[src/rtl/cpu_pkg.sv]
// Shared definitions for the 16-bit stack CPU.
//
// Holds the default address/instruction widths, the reset PC value and the
// fetch sequencer state encoding (IDLE=0, FETCH=1, EXEC=2, HALT=3).
package cpu_pkg;

    localparam int unsigned CPU_ADDR_W   = 16;
    localparam int unsigned CPU_INSTR_W  = 18;
    localparam logic [CPU_ADDR_W-1:0] CPU_RESET_PC = 16'h0000;

    typedef enum logic [1:0] {
        S_IDLE  = 2'd0,
        S_FETCH = 2'd1,
        S_EXEC  = 2'd2,
        S_HALT  = 2'd3
    } seq_state_e;

endpackage : cpu_pkg

[src/rtl/fetch_sequencer.sv]
// Instruction-sequencing controller for the 16-bit stack CPU.
//
// Owns the program counter and the instruction register. Fetches one
// instruction over a req/ack handshake, presents it to the control unit for
// an execute phase, then applies stall, halt or a taken jump.
//
// Ports:
//   i_clk          clock, all state updates on the rising edge
//   i_rst          synchronous active-high reset
//   o_imemReq      fetch request (high in FETCH)
//   o_imemAddr     fetch address, equals PC
//   i_imemAck      memory returns i_imemData this cycle (used in FETCH only)
//   i_imemData     fetched instruction
//   o_instruction  instruction register, to the control unit
//   o_exec         execute phase; datapath commits only while high
//   i_stall        datapath needs another execute cycle
//   i_jTaken       jump resolved taken (used in EXEC only)
//   i_jTarget      jump destination
//   i_halt         halt request (used in EXEC only, wins over a jump)
//   o_pc           current PC (address of the next fetch)
//   o_halted       sequencer stopped until reset
module fetch_sequencer
    import cpu_pkg::*;
#(
    parameter int unsigned           ADDR_W   = CPU_ADDR_W,
    parameter int unsigned           INSTR_W  = CPU_INSTR_W,
    parameter logic [ADDR_W-1:0]     RESET_PC = CPU_RESET_PC
) (
    input  logic                 i_clk,
    input  logic                 i_rst,
    output logic                 o_imemReq,
    output logic [ADDR_W-1:0]    o_imemAddr,
    input  logic                 i_imemAck,
    input  logic [0:INSTR_W-1]   i_imemData,
    output logic [0:INSTR_W-1]   o_instruction,
    output logic                 o_exec,
    input  logic                 i_stall,
    input  logic                 i_jTaken,
    input  logic [ADDR_W-1:0]    i_jTarget,
    input  logic                 i_halt,
    output logic [ADDR_W-1:0]    o_pc,
    output logic                 o_halted
);

    seq_state_e           state_q, state_d;
    logic [ADDR_W-1:0]    pc_q, pc_d;
    logic [0:INSTR_W-1]   ir_q, ir_d;

    // Next-state logic. Every register holds by default, so a stalled EXEC
    // and the HALT state need no explicit assignments.
    always_comb begin
        state_d = state_q;
        pc_d    = pc_q;
        ir_d    = ir_q;

        unique case (state_q)
            S_IDLE: begin
                state_d = S_FETCH;
            end

            S_FETCH: begin
                if (i_imemAck) begin
                    ir_d    = i_imemData;
                    // Natural wrap of the ADDR_W-bit adder: all-ones -> 0.
                    pc_d    = pc_q + ADDR_W'(1);
                    state_d = S_EXEC;
                end
            end

            S_EXEC: begin
                if (!i_stall) begin
                    if (i_halt) begin
                        state_d = S_HALT;
                    end else if (i_jTaken) begin
                        pc_d    = i_jTarget;
                        state_d = S_FETCH;
                    end else begin
                        state_d = S_FETCH;
                    end
                end
            end

            S_HALT: begin
                state_d = S_HALT;
            end

            default: begin
                state_d = S_IDLE;
            end
        endcase
    end

    always_ff @(posedge i_clk) begin
        if (i_rst) begin
            state_q <= S_IDLE;
            pc_q    <= RESET_PC;
            ir_q    <= '0;
        end else begin
            state_q <= state_d;
            pc_q    <= pc_d;
            ir_q    <= ir_d;
        end
    end

    // Moore outputs.
    assign o_imemReq     = (state_q == S_FETCH);
    assign o_exec        = (state_q == S_EXEC);
    assign o_halted      = (state_q == S_HALT);
    assign o_imemAddr    = pc_q;
    assign o_pc          = pc_q;
    assign o_instruction = ir_q;

endmodule : fetch_sequencer

[config.mk]
export PLATFORM = sky130hd
export DESIGN_NAME = fetch_sequencer
export DESIGN_NICKNAME = d
export VERILOG_FILES = /design/src/rtl/cpu_pkg.sv /design/src/rtl/fetch_sequencer.sv
export SDC_FILE = /design/constraint.sdc
export NUM_CORES = 1
export LEC_CHECK = 0
export ABC_AREA = 1
export BUFFER_PORTS_ARGS = -buffer_cell sky130_fd_sc_hd__buf_2
export CAP_MARGIN = 10
export CORE_UTILIZATION = 25
export DETAILED_ROUTE_END_ITERATION = 7
export SYNTH_ARGS = -nofsm -noshare
export SYNTH_HDL_FRONTEND = slang
export SYNTH_SLANG_ARGS = --single-unit
[constraint.sdc]
create_clock -name i_clk -period 1.35 [get_ports i_clk]
set_input_delay 0.0675 -clock i_clk [delete_from_list [all_inputs] [get_ports i_clk]]
set_output_delay 0.0675 -clock i_clk [all_outputs]
set_load 0.03 [all_outputs]
# ---- Word level (Yosys, flattened, before mapping)
# Index checks and enable logic that the tools add are counted.
dict set report totals {
  wordCells 25
  ff_bits 36
  input_bits 40
  output_inout_bits 53
}
dict set report classes {
  eq_ne 7
  n_reduce_logical 5
  n_mux 9
  addsub 1
}
# operator n
set op_table {}
lappend op_table {{2-to-1 mux 16 bit} 4}
lappend op_table {{one-hot mux 16 bit (2 select lines)} 1}
lappend op_table {{adder 16 x 1 -> 16 bit, second input constant} 1}
lappend op_table {{one-hot mux 2 bit (4 select lines)} 1}
lappend op_table {{2-to-1 mux 2 bit} 3}
lappend op_table {{AND reduction 5 bit} 1}
lappend op_table {{equality test 2 bit, second input constant} 2}
lappend op_table {{!= test 2 x 1 -> 1 bit, second input constant} 2}
lappend op_table {{!= test 2 bit, second input constant} 2}
lappend op_table {{AND reduction 2 bit} 2}
lappend op_table {{equality test 2 x 1 -> 1 bit, second input constant} 1}
lappend op_table {{logical NOT 2 bit} 1}
lappend op_table {{nonzero test 2 bit} 1}

# ---- Logic depth before layout (Yosys ltp)
dict set report logic_depth {
  ltp_word 4
  mapped_depth 9
  depth_no_buf 9
}

# ---- Worst setup path before layout
# Ideal clock, no wire load.
dict set report synth_path {
  path_type {flip-flop to flip-flop}
  start {register pc_q[1] (netlist: o_imemAddr[1])}
  end {register pc_q[14] (netlist: o_imemAddr[14])}
  t_required_ns 1.218
  setup_ns 0.132
  path_buffers 0
  slack_ns -0.188
  synth_period_minus_slack_ns 1.538
  stages_incl_launch_ff 9
  arrival_ns 1.406
  cell_sequence {dfxtp_1 ha_1 nand3_1 nor2_1 nand3_1 nand2_1 nand3_1 nand2_1 a21oi_1}
}
dict set report synth_via {
  elab_chain_cells 3
}
# element line_no
set synth_rtl {}
lappend synth_rtl {{start: declaration} fetch_sequencer.sv:46} ;# logic [ADDR_W-1:0] pc_q, pc_d;
lappend synth_rtl {{start signal: assignment} fetch_sequencer.sv:100} ;# pc_q <= pc_d;
lappend synth_rtl {{adder 16 x 1 -> 16 bit} fetch_sequencer.sv:65} ;# pc_d = pc_q + ADDR_W'(1);
lappend synth_rtl {{2-to-1 mux 16 bit} fetch_sequencer.sv:62} ;# if (i_imemAck) begin
lappend synth_rtl {{one-hot mux 16 bit (2 select lines)} fetch_sequencer.sv:56} ;# unique case (state_q)
# Every way passes these cells. The select of a mux whose other input is x is not followed.
# A chain may end at the register's enable or synchronous reset.

# ---- Final worst setup path
dict set report layout_path {
  start {register pc_q[1] (netlist: o_imemAddr[1])}
  end {register pc_q[8] (netlist: o_imemAddr[8])}
}
# The elaborated chain is that of the path after synthesis.

==> flow_metrics.py <==
metrics = {
    "cts": {
        "cts_tree": "yes",
        "cts_sinks": 36,
        "path_clk_slew_ns": 0.08,
        "cts_inserted_buffers": 5,
        "htree_levels": 2,
        "cts-root-buf": "clkbuf_8",
        "clock_latency_ns": 0.30,
        "ctsLongestPathBuffers": 2,
    },
    "detailed_routing": {
        "route.detailed.drc": 0,
        "vias": 2314,
        "avgViaCountPerCell": 4.48,
        "initialDrtViolationCount": 90,
        "drtAntennaViolNets": 0,
        "firstDrtPassIters": 4,
        "wl_microns": 6120,
        "routedWlPerCell_microns": 11.8,
    },
    "power": {
        "irDropWorstVdd_mv": 0.497,
        "p_leak_nw": 1.47,
        "power_frac_comb": 0.248,
        "pwr-share-seq": 0.425,
        "p_sw_mw": 0.886,
        "cellPowerDensity_nw_per_um2": 929,
        "intPower_mw": 1.88,
        "power_frac_clock": 0.326,
        "switching_share": 0.321,
    },
    "die": {
        "start_util": 0.263,
        "fp-row-count": 31,
        "ios": 93,
        "die_width_microns": 90.2,
        "fp.dieArea_sq_um": 8140,
        "fp.dieH_microns": 90.2,
        "coreArea_sq_um": 7410,
    },
    "placed_design": {
        "placed_cell_area_sq_um": 2530,
        "place_congestion": 0.819,
        "place_ws_ns": 0.0255,
        "dp_hpwl_microns": 4120,
        "io_buffers": 92,
    },
    "worst_setup_path": {
        "r2r_end": "o_imemAddr[8]",
        "endpoint_kind": "flop",
        "startpoint_type": "flop",
        "critPathBufInv": 1,
        "worstPathMaxFanout": 4,
        "worst-setup-path-type": "flop to flop",
        "max_stage_delay_ns": 0.38,
        "cpMaxStageDelayCell": "dfxtp_4",
        "path_cells": "ha_4 > buf_6 > nand4_1 > nor3_1 > o21ai_1 > a21oi_1",
        "worstPathArrival_ns": 1.56,
        "critical-path-top-delay-family": "simple AND/OR/NAND/NOR gates",
        "r2r_cells": 6,
        "required_ns": 1.58,
        "rrSetupSlack_ns": 0.01,
        "worst_r2r_startpoint": "o_imemAddr[1]",
    },
    "min_path": {
        "hold_depth": 3,
        "hp-start": "i_jTarget[1]",
        "hold_path.class": "input port to flop",
        "holdPathEnd": "o_imemAddr[1]",
    },
    "grt": {
        "grt_max_degree": 23,
        "grt_pass1_vias": 2198,
        "gr-total-overflow": 0,
        "gr-usage-all-layers": 0.153,
        "antenna_found_initial": 1,
        "grt_first_pass_wirelength_microns": 10000,
    },
    "sta": {
        "setup_slack_ns": 0.0116,
        "max-slew-margin-rel": 0.615,
        "worst_pin_slew_ns": 0.577,
        "rsz0062_at_grt": "yes",
        "fmax_ghz": 0.747,
        "drv_slew": 0,
        "period_needed_ns": 1.34,
        "period_share": 0.991,
        "finalSetupViolations": 0,
        "holdWs_ns": 0.0295,
        "hold_violations": 0,
        "finClkSkew_ns": 0.00408,
    },
    "cells_and_area": {
        "final.fill_count": 784,
        "drive_gt1_frac": 0.380,
        "fin_nets": 458,
        "fin_area_sq_um": 2970,
        "syn2layout_area_growth_pct": 52.6,
        "antenna_cells": 0,
        "finish.utilization": 0.401,
    },
    "logic_synthesis": {
        "synth_area_leader_cell": "dfxtp_1",
        "synth.yosys.seq_area_share": 0.370,
        "synth_fp_nets": 341,
        "yosysWarnings": 0,
        "syn_area_per_cell_sq_um": 6.49,
        "synth_cells": 300,
        "yosys-top-cells-area": "dfxtp_1 37%, nor2_1 13%, nand2_1 11%",
        "synth_seq_cells": 36,
        "yosysUniqueCellTypes": 27,
        "synthDominantCellAreaShare": 0.370,
        "synth_area_sq_um": 1950,
    },
    "run": {
        "max-cap-violations": 0,
    },
    "outcome": {
        "outcome": "finished clean",
    },
}
## Yosys cell counts, drive strengths merged
cell type and number:
a21oi 17, a31oi 1, a41oi 1, buf 24
clkbuf 3, clkinv 1, dfxtp 36, ha 1
inv 24, nand2 57, nand3 15, nand3b 1
nand4 3, nor2 71, nor3 5, o21a 1
o21ai 39
## tightest hold or removal path, delay by kind of cell
| family | cells | cell delay (ns) |
|---|---|---|
| buffers and inverters | 1 | 0.09 |
| and+or+nand+nor | 1 | 0.06 |
| AOI/OAI and AO/OA | 1 | 0.07 |
## registers in the layout, summed over array words and instances, names as in the netlist
register       count
state_q            2
o_imemAddr        16
o_instruction     18
## cells in the final DEF (no fill, tap or decap), types with 5 or more instances in the layout
cell type       n
a21oi_1        16
dfxtp_2         9
o21ai_1         9
o21ai_0        30
nor2_2          6
buf_2          91
clkbuf_8        5
inv_1          21
dlygate4sd3_1  18
dfxtp_1        24
nor2_1         63
nand2_1        53
buf_4          23
nand3_1        14
## stage by stage
stage / TNS, ns / std cells / power (mW)
3_3_place_gp: 0 / 483 / 1.79
3_5_place_dp: 0 / 483 / 1.79
2_1_floorplan: -0.00133 / 300 / 1.58
4_1_cts: 0 / 509 / 2.74
6_report: 0 / 517 / 2.76
5_1_grt: -0.170 / 517 / 2.90
## power groups by stage
stage / registers, mW / logic (mW) / clock network (mW)
2_1_floorplan: 1.31 / 0.270 / 0
3_3_place_gp: 1.19 / 0.597 / 0
3_5_place_dp: 1.19 / 0.600 / 0
4_1_cts: 1.17 / 0.646 / 0.921
5_1_grt: 1.18 / 0.748 / 0.966
6_report: 1.17 / 0.686 / 0.901
## layout make-up
type                    count  area [sq um]  area share
well taps                  99           124      0.0417
clock buffers               7          97.6      0.0328
flip-flops and latches     36           743       0.250
inverters                  25          96.3      0.0324
clock inverters             1          5.00     0.00168
multi-input cells         212          1020       0.344
repair buffers            137           882       0.297
## how the worst max path moves through the flow
stage,from,to,depth (start not counted)
2_1_floorplan,o_imemAddr[2],o_imemAddr[14],7
3_3_place_gp,state_q[1],o_imemAddr[4],7
3_5_place_dp,state_q[0],o_imemAddr[4],7
4_1_cts,o_imemAddr[3],o_imemAddr[15],8
5_1_grt,o_imemAddr[1],o_imemAddr[8],6
6_report,o_imemAddr[1],o_imemAddr[8],6
## cell families (layout without fill, tap and decap cells)
kind of cell               Yosys count  count (layout)  share of synthesized area
DFF                                 36              36                      0.370
and+or+nand+nor                    152             152                      0.318
adders and majority gates            1               1                    0.00643
AOI/OAI and AO/OA                   59              59                      0.161
buffers and inverters               52             170                      0.144
## per-layer routing
metal / global-route usage / wire, microns / vias to the layer above
li1: - / - / 1183
met1: 0.174 / 2610 / 1034
met2: 0.270 / 2960 / 88
met3: 0.0448 / 468 / 9
met4: 0.0538 / 92 / 0
met5: 0 / 0 / -
## timing repair
action / in CTS / in global routing
endpoints found under the setup margin: 2 / 16
buffers inserted: 0 / 8
endpoints found under the hold margin: 18 / 0
hold buffers: 18 / 0
cloned: 0 / 0
pin swaps: 0 / 3
resized for setup: 3 / 27
Power figures use the tool's default switching activity.
